==> config.mk <==
export PLATFORM = sky130hd
export DESIGN_NAME = busca_instrucao
export DESIGN_NICKNAME = d
export VERILOG_FILES = /design/src/rtl/busca_instrucao.sv
export SDC_FILE = /design/constraint.sdc
export NUM_CORES = 1
export LEC_CHECK = 0
export ABC_CLOCK_PERIOD_IN_PS = 3600
export CAP_MARGIN = 10
export CORE_MARGIN = 2
export CORE_UTILIZATION = 55
export CTS_BUF_LIST = sky130_fd_sc_hd__clkbuf_16
export CTS_CLUSTER_DIAMETER = 100
export CTS_CLUSTER_SIZE = 24
export DETAILED_ROUTE_END_ITERATION = 6
export HOLD_SLACK_MARGIN = 0.03
export PLACE_DENSITY = 0.87
export SETUP_SLACK_MARGIN = 0.2
export SLEW_MARGIN = 20
export SYNTH_ARGS = -nofsm -noshare
export SYNTH_HDL_FRONTEND = slang
export SYNTH_SLANG_ARGS = --single-unit
==> constraint.sdc <==
create_clock -name clk -period 3.6 [get_ports clk]
set_input_delay 0.9 -clock clk [delete_from_list [all_inputs] [get_ports clk]]
set_output_delay 0.9 -clock clk [all_outputs]
set_load 0.005 [all_outputs]
==> src/rtl/busca_instrucao.sv <==
// Instruction-fetch stage: owns the PC, reads MemoriaInstrucao and hands {pc, instr} to decode.
// Optional FETCH_ALIGN_CHECK_EN: misaligned redirect targets raise erro_alinhamento and park in PARADO.
module busca_instrucao #(
    parameter logic [63:0] PC_RESET = 64'h0,
    parameter int          ENDR_W   = 7,
    parameter logic [31:0] NOP      = 32'h00000013
) (
    input  logic              clk,
    input  logic              rst_n,
    output logic [ENDR_W-1:0] endr,
    input  logic [31:0]       instr_mem,
    input  logic              desvio,
    input  logic [63:0]       alvo,
    output logic              valid,
    input  logic              pronto,
    output logic [31:0]       instr,
    output logic [63:0]       pc,
    output logic              erro_alinhamento,
    output logic              estado_dbg
);

    // Handshake: a head entry transfers at a rising edge exactly when valid && pronto;
    // instr/pc hold steady while valid && !pronto, and desvio at the same edge voids the transfer.

    typedef enum logic {
        ATIVO  = 1'b0,
        PARADO = 1'b1
    } estado_t;

    estado_t     estado_q, estado_d;

    logic [63:0] pc_req_q, pc_req_d;
    logic [63:0] tag_q, tag_d;
    logic        em_voo_q, em_voo_d;
    logic [1:0]  cnt_q, cnt_d;
    logic        rd_ptr_q, rd_ptr_d;
    logic        wr_ptr_q, wr_ptr_d;
    logic [63:0] buf_pc_q  [2];
    logic [31:0] buf_ins_q [2];

    logic        ativo;
    logic        push;
    logic        pop;
    logic        buf_we;
    logic        emite;
    logic [1:0]  ocup_pos;
    logic [63:0] alvo_ef;

`ifdef FETCH_ALIGN_CHECK_EN
    logic        desalinhado;
    logic        erro_q, erro_d;

    assign desalinhado = (alvo[1:0] != 2'b00);
    assign alvo_ef     = alvo;
`else
    logic        unused_alvo_lsb;

    assign unused_alvo_lsb = ^alvo[1:0];
    assign alvo_ef         = {alvo[63:2], 2'b00};
`endif

    assign ativo = (estado_q == ATIVO);
    assign push  = em_voo_q;
    assign pop   = valid && pronto;

    // A pop at this edge frees its slot, so the credit check uses post-pop occupancy;
    // this keeps one instruction per cycle when pronto stays high.
    assign ocup_pos = cnt_q - {1'b0, pop};
    assign emite    = ativo && !desvio && ((ocup_pos + {1'b0, em_voo_q}) < 2'd2);

    assign endr = pc_req_q[ENDR_W+1:2];

    // ---------------- FSM: state register ----------------
    always_ff @(posedge clk or negedge rst_n) begin
        if (!rst_n) begin
            estado_q <= ATIVO;
        end else begin
            estado_q <= estado_d;
        end
    end

    // ---------------- FSM: next state ----------------
    always_comb begin
        estado_d = estado_q;
`ifdef FETCH_ALIGN_CHECK_EN
        if (estado_q == ATIVO && desvio && desalinhado) begin
            estado_d = PARADO;
        end
`endif
    end

    // ---------------- FSM: outputs ----------------
    always_comb begin
        valid      = ativo && (cnt_q != 2'd0);
        instr      = NOP;
        pc         = 64'h0;
        estado_dbg = estado_q;
        if (valid) begin
            instr = buf_ins_q[rd_ptr_q];
            pc    = buf_pc_q[rd_ptr_q];
        end
    end

`ifdef FETCH_ALIGN_CHECK_EN
    assign erro_d           = erro_q || (desvio && desalinhado);
    assign erro_alinhamento = erro_q;

    always_ff @(posedge clk or negedge rst_n) begin
        if (!rst_n) begin
            erro_q <= 1'b0;
        end else begin
            erro_q <= erro_d;
        end
    end
`else
    assign erro_alinhamento = 1'b0;
`endif

    // ---------------- fetch pointer, in-flight tag and buffer control ----------------
    always_comb begin
        pc_req_d = pc_req_q;
        tag_d    = tag_q;
        em_voo_d = em_voo_q;
        cnt_d    = cnt_q;
        rd_ptr_d = rd_ptr_q;
        wr_ptr_d = wr_ptr_q;
        buf_we   = 1'b0;
        if (desvio) begin
            // Redirect wins: drop buffered words and the word still in the memory pipe.
            pc_req_d = alvo_ef;
            em_voo_d = 1'b0;
            cnt_d    = 2'd0;
            rd_ptr_d = 1'b0;
            wr_ptr_d = 1'b0;
        end else begin
            em_voo_d = emite;
            if (emite) begin
                tag_d    = pc_req_q;
                pc_req_d = pc_req_q + 64'd4;
            end
            if (push) begin
                buf_we   = 1'b1;
                wr_ptr_d = ~wr_ptr_q;
            end
            if (pop) begin
                rd_ptr_d = ~rd_ptr_q;
            end
            cnt_d = cnt_q + {1'b0, push} - {1'b0, pop};
        end
    end

    always_ff @(posedge clk or negedge rst_n) begin
        if (!rst_n) begin
            pc_req_q <= PC_RESET;
            tag_q    <= 64'h0;
            em_voo_q <= 1'b0;
            cnt_q    <= 2'd0;
            rd_ptr_q <= 1'b0;
            wr_ptr_q <= 1'b0;
        end else begin
            pc_req_q <= pc_req_d;
            tag_q    <= tag_d;
            em_voo_q <= em_voo_d;
            cnt_q    <= cnt_d;
            rd_ptr_q <= rd_ptr_d;
            wr_ptr_q <= wr_ptr_d;
        end
    end

    always_ff @(posedge clk or negedge rst_n) begin
        if (!rst_n) begin
            for (int i = 0; i < 2; i++) begin
                buf_pc_q[i]  <= 64'h0;
                buf_ins_q[i] <= 32'h0;
            end
        end else if (buf_we) begin
            buf_pc_q[wr_ptr_q]  <= tag_q;
            buf_ins_q[wr_ptr_q] <= instr_mem;
        end
    end

endmodule
# --- Word level (Yosys, flattened, before mapping) ---
# Index checks and enable logic that the tools add are counted.
# Widths: inputs -> output; s select.
totals:
  output_inout_bits: 106
  reg_bits: 325
  word_cells: 57
  in_bits: 100
classes:
  n_reduce_logical: 9
  magnitude_cmp: 4
  bitwise: 5
  addsub: 5
  muxes: 24
ops:
  columns: ["cell", "count"]
  rows:
  - ["$mux 64", 7]
  - ["$mux 32", 5]
  - ["$bwmux 128", 1]
  - ["$add 64x3->64 const B", 1]
  - ["$bwmux 64", 1]
  - ["$demux 64 s1", 1]
  - ["$demux 32 s1", 1]
  - ["$reduce_bool 2->1", 4]
  - ["$mux 1", 7]
  - ["$add 2x1->2", 2]
  - ["$ge 2x2->1 const B", 2]
  - ["$not 1->2", 2]
  - ["$sub 2x1->2", 2]
  - ["$logic_and 1x1->1", 3]
  - ["$not 1->1", 3]
  - ["$lt 2x1->1 const B", 1]
  - ["$lt 2x2->1 const B", 1]
  - ["$mux 2", 1]
  - ["$reduce_and 2->1", 1]
  - ["$logic_not 1->1", 1]

# --- Logic depth before layout (Yosys ltp) ---
logic_depth:
  word_depth: 8
  mapped_depth: 13

# --- Least setup slack after synthesis ---
# Ideal clock, no wire load.
synth_timing:
  path_type: "input to register"
  startpoint: "input pronto"
  endpoint: "register pc_req_q[58]"
  required_ns: 3.459
  path_stages: 11
  arrival_time_ns: 3.154
  setup_time_ns: 0.141
  slack_ns: 0.305
  path_buffers: 2
  cell_sequence: "and2_1 ha_1 inv_1 ha_1 xor3_1 buf_6 or4_4 buf_6 nor4_4 a21o_1 a31oi_1"
synth_via:
  elab_chain_len: 6
synth_lines:
  columns: ["item", "line", "source"]
  rows:
  - ["start: declaration", "15", "input logic pronto,"]
  - ["$logic_and 1x1->1", "64", "assign pop = valid && pronto;"]
  - ["$sub 2x1->2", "68", "assign ocup_pos = cnt_q - {1'b0, pop};"]
  - ["$add 2x1->2", "69", "assign emite = ativo && !desvio && ((ocup_pos + {1'b0, em_voo_q}) < 2'd2);"]
  - ["$lt 2x2->1", "69", null]
  - ["$logic_and 1x1->1", "69", null]
  - ["$reduce_bool 2->1 (no source line)", null, null]
  - ["end signal: assignment", "161", "pc_req_q <= pc_req_d;"]
  - ["end: declaration", "32", "logic [63:0] pc_req_q, pc_req_d;"]
# Every way passes these cells.
# A chain may end at the register's enable or synchronous reset.

# --- Final worst setup path ---
layout_timing:
  startpoint: "input pronto"
  endpoint: "register pc_req_q[55]"
# The elaborated chain is that of the path after synthesis.

==> metrics.txt <==
# TYPE chip_impl_metric gauge
chip_impl_metric{name="clockBufferDepth",unit=""} 3
chip_impl_info{name="setup_repair_after_global_routing_missed_its_margin",value="true"} 1
chip_impl_metric{name="placement_rows",unit=""} 59
chip_impl_info{name="cts.root.buffer_cell",value="sky130_fd_sc_hd__clkbuf_16"} 1
chip_impl_metric{name="global_route.overflow_total",unit=""} 0
chip_impl_metric{name="synth.yosys.seq_area_share",unit="%"} 54.5
chip_impl_metric{name="initial_antenna_violation_count",unit=""} 1
chip_impl_info{name="tritoncts_clock_tree",value="built"} 1
chip_impl_info{name="status",value="completed"} 1
chip_impl_metric{name="layout.core_utilization",unit="%"} 67.3
chip_impl_metric{name="drcViolationCount",unit=""} 0
chip_impl_metric{name="synth-compound-area-share",unit="%"} 2.73
chip_impl_metric{name="regArea",unit="mm^2"} 0.00794
chip_impl_metric{name="first_pass_grt_wire_length",unit="mm"} 53.6
chip_impl_metric{name="number_of_antenna_repair_diodes",unit=""} 0
chip_impl_metric{name="static-leakage-power",unit="nW"} 7.21
chip_impl_metric{name="synth-xor-area-share",unit="%"} 3.35
chip_impl_info{name="critical_path.endpoint_type",value="flip-flop"} 1
chip_impl_metric{name="fin_ws",unit="ns"} 0.292
chip_impl_metric{name="worst-endpoint-arrival",unit="ns"} 3.69
chip_impl_metric{name="drtIter0Drc",unit=""} 696
chip_impl_metric{name="dp.cells",unit=""} 1685
chip_impl_metric{name="route.final.wire_length",unit="mm"} 32.5
chip_impl_metric{name="clock.fmax",unit="GHz"} 0.302
chip_impl_metric{name="max_cap_violations",unit=""} 0
chip_impl_metric{name="critical_path.max_fanout",unit=""} 10
chip_impl_metric{name="largest_net_degree_at_the_start_of_global_routing",unit=""} 102
chip_impl_metric{name="ioPinCount",unit=""} 206
chip_impl_metric{name="first_global_vias",unit=""} 10227
chip_impl_metric{name="avgRoutedWirePerCell",unit="um"} 19.1
chip_impl_metric{name="start_util",unit="%"} 56.0
chip_impl_metric{name="dieArea",unit="mm^2"} 0.0278
chip_impl_metric{name="vdd.ir_drop.worst",unit="mV"} 0.521
chip_impl_metric{name="finalMaxSlewViolations",unit=""} 0
chip_impl_metric{name="synth_area_per_cell",unit="um^2"} 12.2
chip_impl_metric{name="timing.final.setup_violations",unit=""} 0
chip_impl_metric{name="syn-instance-count",unit=""} 1196
chip_impl_metric{name="cts_buf_count",unit=""} 17
chip_impl_metric{name="die_width",unit="um"} 167
chip_impl_metric{name="drive_gt1_share",unit="%"} 23.3
chip_impl_metric{name="final-hold-violation-count",unit=""} 0
chip_impl_metric{name="placement.io_buffers",unit=""} 199
chip_impl_metric{name="holdBufCountCts",unit=""} 0
chip_impl_metric{name="first_pass_iters",unit=""} 5
chip_impl_metric{name="grtUsageTotal",unit="%"} 23.5
chip_impl_metric{name="clock_skew",unit="ns"} 0.0243
chip_impl_info{name="min_path_type",value="primary input to async pin"} 1
chip_impl_metric{name="total_power_per_unit_cell_area",unit="mW/mm^2"} 750
chip_impl_metric{name="final_non_filler_cell_total",unit=""} 1705
chip_impl_metric{name="drt.antenna.violating_nets",unit=""} 0
chip_impl_metric{name="slew_headroom",unit="%"} 40.0
chip_impl_metric{name="timing.final.crit_share",unit="%"} 91.9
chip_impl_metric{name="post_drt_via_cell_ratio",unit=""} 5.82
chip_impl_metric{name="total_number_of_clock_tree_sinks",unit=""} 317
chip_impl_metric{name="netlist-cell-type-count",unit=""} 40
chip_impl_metric{name="finalWorstPathRequiredPeriod",unit="ns"} 3.31
chip_impl_metric{name="synthToLayoutAreaGrowth",unit="%"} 20.2
chip_impl_metric{name="core_region_area",unit="mm^2"} 0.0260
chip_impl_metric{name="synth-async-reset-ratio",unit="%"} 100
chip_impl_info{name="critPathLaunchType",value="primary input"} 1
chip_impl_metric{name="tns",unit="ns"} 0
chip_impl_metric{name="tightest_slew",unit="ns"} 0.901
chip_impl_info{name="flip_flop_cell_with_the_highest_count_after_synthesis",value="sky130_fd_sc_hd__dfrtp_1"} 1
chip_impl_metric{name="critical_path_required",unit="ns"} 3.99
chip_impl_metric{name="dp_slack",unit="ns"} -0.213
chip_impl_metric{name="synth_fa_ha_area_share",unit="%"} 0.258
chip_impl_metric{name="synth.yosys.warnings",unit=""} 0
chip_impl_metric{name="via_count",unit=""} 9924
chip_impl_metric{name="syn_area",unit="mm^2"} 0.0145
chip_impl_metric{name="filler_cell_count",unit=""} 1881
chip_impl_metric{name="place_hpwl",unit="mm"} 22.0
chip_impl_metric{name="power",unit="mW"} 13.1
chip_impl_metric{name="die_y",unit="um"} 167
chip_impl_metric{name="synth_enable_flop_cells",unit=""} 0
chip_impl_metric{name="multi_input_area",unit="mm^2"} 0.00625
chip_impl_metric{name="synth_simple_gate_area_share",unit="%"} 10.1
chip_impl_info{name="synth_top_family_by_area",value="multiplexers"} 1
chip_impl_metric{name="gp_congestion",unit=""} 0.862
chip_impl_metric{name="synth_mux_area_share",unit="%"} 26.1
chip_impl_metric{name="clkLatencyLatePin",unit="ns"} 0.50
chip_impl_metric{name="path_clk_slew",unit="ns"} 0.09
chip_impl_info{name="timing.setup.critical_path_class",value="primary input to flip-flop"} 1
chip_impl_metric{name="synth-seq-cells",unit=""} 317
chip_impl_metric{name="layout.nets",unit=""} 1473
chip_impl_metric{name="cts-htree-levels",unit=""} 1
==> worst max-delay path, cell delays in order <==
cell	delay, ns
sky130_fd_sc_hd__clkdlybuf4s50_1	0.45
sky130_fd_sc_hd__and2_1	0.15
sky130_fd_sc_hd__ha_1	0.23
sky130_fd_sc_hd__inv_1	0.06
sky130_fd_sc_hd__ha_1	0.17
sky130_fd_sc_hd__xor3_1	0.26
sky130_fd_sc_hd__or4_1	0.53
sky130_fd_sc_hd__buf_4	0.20
sky130_fd_sc_hd__nor4_1	0.34
sky130_fd_sc_hd__xor2_1	0.12
sky130_fd_sc_hd__mux2_2	0.27
==> Yosys cell counts, drive strengths merged (2+ instances only) <==
library cell  instances  area [um^2]
nand4                28          175
ha                    3         37.5
xor2                 25          219
nor4                 23          174
buf                  32          179
and2                  4         25.0
and4                  7         61.3
or4                   4         33.8
a31oi                10         62.6
nor3                 11         55.1
clkbuf               50          188
a21o                  5         37.5
inv                  13         48.8
and3                 12         75.1
nor2b                 2         12.5
or3                   4         25.0
mux2i                96          961
dfrtp               317         7930
nor2                111          417
nand3                27          135
xnor2                28          245
o21ai                53          265
nand2                69          259
mux2                252         2840
==> path summary, 6_finish.rpt <==
kind,startpoint,to,slack [ns],depth (start not counted)
max,pronto,pc_req_q[55],0.29,11
min,rst_n,buf_ins_q[35],0.43,1
max reg2reg,cnt_q[1],pc_req_q[55],0.35,12
min reg2reg,buf_pc_q[45],buf_pc_q[45],0.51,1
max in group asynchronous,rst_n,buf_pc_q[87],2.22,2
min in group clk,buf_pc_q[45],buf_pc_q[45],0.51,1
==> metal layers <==
layer	wire length, um	global-route usage (%)
met5	12	0
met4	789	6.11
met3	1440	3.23
met2	16000	40.0
met1	14300	32.1
==> final cells by class <==
| type | instances | share of cell area [%] |
|---|---|---|
| repair buffers | 234 | 13.6 |
| clock buffers | 17 | 2.43 |
| flip-flops and latches | 317 | 45.4 |
| clock inverters | 2 | 0.136 |
| inverters | 14 | 0.300 |
| well taps | 335 | 2.40 |
| multi-input cells | 786 | 35.7 |
==> what timing repair did <==
item / in CTS / in global routing
resized for setup: 1 / 0
endpoints found under the setup margin: 88 / 48
gates cloned: 0 / 0
setup buffers: 0 / 1
==> cell families after synthesis <==
| logic type | Yosys count |
|---|---|
| multiplexers | 348 |
| AND/OR/NAND/NOR | 305 |
| adder cells (fa/ha/maj) | 3 |
| AO/OA/AOI/OAI | 72 |
| buffers and inverters | 96 |
| XOR/XNOR | 54 |
| other | 1 |
| flip-flops | 317 |
==> metrics by stage <==
step                area (um^2)  hold slack (ns)
detailed placement        17000            0.494
CTS                       17500            0.457
global placement          17000            0.486
floorplan                 14600            0.479
finish                    17500            0.432
global route              17500            0.473
==> placed cells by master (no fill, tap or decap), drive strengths merged, types with 2 or more instances in the layout <==
cell / instances
dfrtp: 317
mux2: 252
clkdlybuf4s50: 197
nor2: 111
mux2i: 96
nand2: 69
o21ai: 53
buf: 37
xnor2: 28
nand4: 28
nand3: 27
xor2: 25
nor4: 23
clkbuf: 17
inv: 15
and3: 12
nor3: 11
a31oi: 10
and4: 7
a21o: 5
and2: 4
or3: 4
conb: 4
or4: 4
ha: 3
nor2b: 2
==> sequential cells by signal, summed over array words and instances, names as in the netlist <==
register and cells:
tag_q 62, em_voo_q 1, buf_pc_q 124, rd_ptr_q 1, pc_req_q 62, buf_ins_q 64, cnt_q 2, wr_ptr_q 1
==> report_power, final <==
part	leakage [nW]	internal, mW	switching, mW
clock network	0.225	0.867	1.12
registers	3.83	5.06	0.974
logic	3.15	3.07	2.03
(Power assumes the default switching activity.)
